--- config.mk ---
export PLATFORM = sky130hd
export DESIGN_NAME = cache_fill_fsm
export DESIGN_NICKNAME = d
export VERILOG_FILES = /design/src/rtl/cache_pkg.sv /design/src/rtl/block_word_counter.sv /design/src/rtl/cache_fill_fsm.sv
export SDC_FILE = /design/constraint.sdc
export NUM_CORES = 1
export LEC_CHECK = 0
export BUFFER_PORTS_ARGS = -buffer_cell sky130_fd_sc_hd__buf_2
export CAP_MARGIN = 40
export CORE_MARGIN = 2
export CORE_UTILIZATION = 44
export DETAILED_ROUTE_END_ITERATION = 12
export GPL_TIMING_DRIVEN = 0
export PLACE_DENSITY = 0.95
export SYNTH_ARGS = -nofsm -noshare
export SYNTH_HDL_FRONTEND = slang
export SYNTH_SLANG_ARGS = --single-unit
export TNS_END_PERCENT = 5
--- constraint.sdc ---
create_clock -name clk -period 2.6 [get_ports clk]
set_input_delay 0.26 -clock clk [delete_from_list [all_inputs] [get_ports clk]]
set_output_delay 0.26 -clock clk [all_outputs]
set_load 0.02 [all_outputs]
--- src/rtl/cache_pkg.sv ---
// Shared definitions for the 2 KB two-way cache and its miss-fill controller.
// Holds the fill state encoding, line geometry and block/word address helpers.
package cache_pkg;

  localparam int ADDR_W      = 16;
  localparam int DATA_W      = 16;
  localparam int BLOCK_BYTES = 16;
  localparam int OFFSET_BITS = 4;
  localparam int WORD_BITS   = 3;

  typedef enum logic [1:0] {
    IDLE      = 2'd0,
    FETCH     = 2'd1,
    WRITE_TAG = 2'd2
  } fill_state_t;

  // Byte address of the first byte of the line containing addr.
  function automatic logic [ADDR_W-1:0] block_base(input logic [ADDR_W-1:0] addr);
    return {addr[ADDR_W-1:OFFSET_BITS], {OFFSET_BITS{1'b0}}};
  endfunction

  // Byte address of 16-bit word idx inside the line starting at base.
  // base is line aligned, so the add never carries out of the offset bits.
  function automatic logic [ADDR_W-1:0] word_addr(input logic [ADDR_W-1:0]    base,
                                                  input logic [WORD_BITS-1:0] idx);
    return base + {{(ADDR_W-WORD_BITS-1){1'b0}}, idx, 1'b0};
  endfunction

endpackage

--- src/rtl/block_word_counter.sv ---
// Word index counter for one side of a line fill (request issue or data receive).
// done latches once the counter wraps past the last word and holds until cleared.
module block_word_counter
  import cache_pkg::*;
(
  input  logic                 clk,
  input  logic                 rst,
  input  logic                 clear,
  input  logic                 inc,
  output logic [WORD_BITS-1:0] count,
  output logic                 done
);

  // NOTE: state registers use non-blocking assignments so every flop samples
  // pre-edge values; blocking here would create simulation/synthesis mismatches.
  always_ff @(posedge clk or posedge rst) begin
    if (rst) begin
      count <= '0;
      done  <= 1'b0;
    end else if (clear) begin
      count <= '0;
      done  <= 1'b0;
    end else if (inc) begin
      count <= count + 1'b1;
      if (count == '1) begin
        done <= 1'b1;
      end
    end
  end

endmodule

--- src/rtl/cache_fill_fsm.sv ---
// Miss-fill controller: fetches a 16-byte line word by word from memory, writes
// each word into the cache data array, then writes the tag/valid metadata last.
module cache_fill_fsm
  import cache_pkg::*;
#(
  parameter int MEM_LATENCY     = 4,
  parameter int WORDS_PER_BLOCK = 8
) (
  input  logic              clk,
  input  logic              rst,
  input  logic              MissDetected,
  input  logic [ADDR_W-1:0] MissAddress,
  input  logic [DATA_W-1:0] MemDataIn,
  input  logic              MemDataValid,
  output logic              MemEnable,
  output logic [ADDR_W-1:0] MemAddress,
  output logic              FsmBusy,
  output logic [ADDR_W-1:0] CacheAddress,
  output logic [DATA_W-1:0] CacheData,
  output logic              WriteDataArray,
  output logic              WriteTagArray
);

  if (MEM_LATENCY < 1 || MEM_LATENCY > 8) begin : g_bad_latency
    $error("cache_fill_fsm: MEM_LATENCY must be in 1..8");
  end
  if (WORDS_PER_BLOCK != (1 << WORD_BITS) || BLOCK_BYTES != 2 * WORDS_PER_BLOCK) begin : g_bad_geometry
    $error("cache_fill_fsm: line geometry must be 8 words of 16 bits");
  end

  fill_state_t          state_q;
  fill_state_t          state_d;
  logic [ADDR_W-1:0]    base_q;
  logic                 start;
  logic                 issue_fire;
  logic                 recv_fire;
  logic [WORD_BITS-1:0] ic_count;
  logic                 ic_done;
  logic [WORD_BITS-1:0] rc_count;
  logic                 rc_done;

  assign start      = (state_q == IDLE) && MissDetected;
  assign issue_fire = (state_q == FETCH) && !ic_done;
  // rc_done guards against any response beyond the eighth word of this line.
  assign recv_fire  = (state_q == FETCH) && MemDataValid && !rc_done;

  block_word_counter u_issue_counter (
    .clk   (clk),
    .rst   (rst),
    .clear (start),
    .inc   (issue_fire),
    .count (ic_count),
    .done  (ic_done)
  );

  block_word_counter u_recv_counter (
    .clk   (clk),
    .rst   (rst),
    .clear (start),
    .inc   (recv_fire),
    .count (rc_count),
    .done  (rc_done)
  );

  always_ff @(posedge clk or posedge rst) begin
    if (rst) begin
      state_q <= IDLE;
      base_q  <= '0;
    end else begin
      state_q <= state_d;
      if (start) begin
        base_q <= block_base(MissAddress);
      end
    end
  end

  // NOTE: every variable driven here gets a default first, so no path through
  // the case can leave one unassigned and infer a latch.
  always_comb begin
    state_d = state_q;
    unique case (state_q)
      IDLE: begin
        if (MissDetected) begin
          state_d = FETCH;
        end
      end
      FETCH: begin
        if (recv_fire && rc_count == WORD_BITS'(WORDS_PER_BLOCK - 1)) begin
          state_d = WRITE_TAG;
        end
      end
      WRITE_TAG: state_d = IDLE;
      default:   state_d = IDLE;
    endcase
  end

  // Request and return sides are decoded independently so they can overlap.
  always_comb begin
    MemEnable      = 1'b0;
    MemAddress     = '0;
    FsmBusy        = (state_q != IDLE);
    CacheAddress   = '0;
    CacheData      = '0;
    WriteDataArray = 1'b0;
    WriteTagArray  = 1'b0;

    if (issue_fire) begin
      MemEnable  = 1'b1;
      MemAddress = word_addr(base_q, ic_count);
    end

    if (recv_fire) begin
      WriteDataArray = 1'b1;
      CacheAddress   = word_addr(base_q, rc_count);
      CacheData      = MemDataIn;
    end else if (state_q == WRITE_TAG) begin
      WriteTagArray = 1'b1;
      CacheAddress  = base_q;
    end
  end

  // Metadata must never be written alongside a data word, and requests only
  // leave while a fill is fetching.
  a_tag_alone: assert property (@(posedge clk) disable iff (rst)
    WriteTagArray |-> !WriteDataArray);
  a_req_in_fetch: assert property (@(posedge clk) disable iff (rst)
    MemEnable |-> (state_q == FETCH));

endmodule
==> reports/metrics.cfg <==
[run_status]
status=finished, final reports clean

[timing]
maxSlewViolCount=0
finalCriticalPeriod_ns=2.03
fin_hold_ws_ns=0.183
rsz0062_at_grt=false
fmax_ghz=0.492
skew_ns=0.00119
hold_viol=0
period_share=0.781
finalSetupTns_ns=0
setup_viol_count_final=0

[worst_setup_path]
critPathMostFrequentCell=buf_4
path_delay_family=buffers and inverters
worst-path-max-fanout=10
cp_data_required_time_ns=2.34
reg2reg_slack_ns=1.07
crit_type=reg -> out
worstSetupEndpointType=primary output
slowest_stage=dfrtp_1
cp-start-kind=flop
worstPathBufferInverterCount=3
reg2reg_to=base_q[8]
reg2reg_from=state_q[1]
max_stage_delay_ns=0.45
reg2reg_depth=4
cp_cell_sequence=and4bb_2 > buf_4 > nor2_4 > buf_4 > nor2b_1 > buf_2
crit_arrival_ns=1.77

[synth]
synth-seq-area-share=0.434
synthCells=122
synth_top_area_frac=0.434
syn_area_per_cell_um2=10.4
synth_area_leader_cell=dfrtp_1
yosysUniqueCellTypes=22
synth-main-ff-cell=dfrtp_1
synth_area_leaders=dfrtp_1 (43%), and2_1 (17%), mux2_2 (11%), nor2b_1 (6.4%), ha_1 (3.9%)
yosysMostFrequentCell=and2_1
synth-seq-cells=22
ys_warn_count=0
synth-edff-count=0
synth-async-reset-ratio=1.00
synth_common_cells=and2_1 (34), dfrtp_1 (22), nor2b_1 (13), mux2_2 (12), nor2_1 (6)
synthesis.area_mm2=0.00127

[grt]
grt_start_max_net_pins=23
grt_pass1_wl_um=4710
gr-total-overflow=0
grt_usage=0.184
grt_pass1_vias=1133
antenna_found_initial=0

[floorplan]
die_x_um=57.7
pin_count=88
core-area_mm2=0.00276
initial_core_util=0.460
rows=19
die_h_um=57.7
dieArea_mm2=0.00333

[finish]
syn2layout_area_growth_pct=40.1
drive_above_1_share=0.531
multi_input_area_um2=641
final_cells=240
nets=251
n_fill_cell=237
seqCellArea_um2=551
diodes=0
design_area_mm2=0.00178

[clock_tree]
post_cts_buffers=0
numCtsBuffers=3
cts_resized=0
cts_buffer_depth=2
clockRootBuffer=clkbuf_4
cts.clk_slew.worst_paths_ns=0.12
clock-sinks=22
tritoncts=done
hold_buffers=1
htreeDepth=1
insertion_delay_ns=0.30

[place]
place.gp.congestion=0.691
numPortBuffers=81
dp_cells=236
place_area_mm2=0.00174
hpwlAfterDp_um=2340

[power_and_ir_drop]
combPwrFrac=0.659
pwr-share-seq=0.274
peakVddDrop_uv=923
switching_share=0.469
leakagePower_nw=0.988
p_sw_mw=1.08
power.density_mw_per_mm2=1290
pwr-share-clk=0.066
p_int_mw=1.22

[min_path]
min-delay-start=MissAddress[12]
whs_path_depth=2
hold_class=in -> reg
whs_endpoint=base_q[12]

[detailed_routing]
met1_length_um=1110
wl_met2_um=1420
wire_per_inst_um=12.4
num_vias=1174
avgViaCountPerCell=4.89
route.met3.wl_um=365
drc_errors=0
dr.max_layer_used=met4
dr.pass1.iters=3
first_iter_violations=16
final_antenna_net_count=0
routed_wl_um=2960

[job]
cap_viol_max_count=0

state kept, by name (all words and copies together) (netlist names):
name                   cells
base_q                    12
state_q                    2
u_issue_counter.count      3
u_issue_counter.done       1
u_recv_counter.count       3
u_recv_counter.done        1
layout by cell type, fill, tap and decap left out, drive strengths merged:
master / count
buf: 91
and2: 34
dfrtp: 22
nor2b: 13
mux2: 12
nor2: 7
a22o: 4
ha: 4
clkbuf: 4
a21oi: 3
inv: 3
nor3b: 2
xnor2: 2
conb: 2
and4bb: 1
nand2b: 1
nand2: 1
or2: 1
a31o: 1
dlygate4sd3: 1
layout make-up:
class | count | area share
clock buffers | 3 | 0.0127
multi-input cells | 88 | 0.361
plain buffers | 10 | 0.0388
well taps | 31 | 0.0218
repair buffers | 83 | 0.249
flip-flops and latches | 22 | 0.310
inverters | 3 | 0.00634
worst reg2reg max path, cell delays in order, from the launching register on:
cell,delay [ns]
dfrtp_1,0.45
nor3b_1,0.26
buf_4,0.23
buf_6,0.16
mux2_2,0.34
power groups by stage:
stage / Sequential [mW] / Combinational (mW) / Clock (mW)
floorplan: 0.594 / 1.10 / 0
global placement: 0.626 / 1.47 / 0
detailed placement: 0.639 / 1.53 / 0
CTS: 0.634 / 1.53 / 0.156
global route: 0.660 / 1.64 / 0.175
finish: 0.630 / 1.52 / 0.152
stage by stage:
stage           util  setup WS, ns  total power [mW]
2_1_floorplan      -         0.940              1.69
3_3_place_gp   0.622         0.949              2.10
3_5_place_dp   0.632         0.896              2.17
4_1_cts        0.644         0.538              2.32
5_1_grt        0.644         0.446              2.47
6_report       0.644         0.568              2.30
per-layer routing:
layer | vias to the layer above | GRT usage
met2 | 71 | 0.328
li1 | 567 | -
met3 | 7 | 0.0513
met4 | 0 | 0.0731
met5 | - | 0
met1 | 529 | 0.207
worst max path at each step:
stage               start          endpoint  slack (ns)  cells after the start
6_report       state_q[1]   CacheAddress[6]        0.57                      6
5_1_grt        state_q[1]   CacheAddress[9]        0.45                      6
4_1_cts        state_q[1]   CacheAddress[6]        0.54                      6
3_5_place_dp   state_q[1]   CacheAddress[5]        0.90                      6
3_3_place_gp   state_q[1]  CacheAddress[14]        0.95                      6
2_1_floorplan  state_q[1]  CacheAddress[10]        0.94                      4
cells by family (layout without fill, tap and decap cells):
family / Yosys count / count (layout) / synth area share
AND/OR/NAND/NOR: 60 / 60 / 0.293
flip-flops: 22 / 22 / 0.434
buffers and inverters: 13 / 99 / 0.0632
multiplexers: 12 / 12 / 0.107
AO/OA/AOI/OAI: 8 / 8 / 0.0464
adder cells (fa/ha/maj): 4 / 4 / 0.0395
XOR/XNOR: 2 / 2 / 0.0138
other: 1 / 2 / 0.00296
Power figures use the tool's default switching activity.
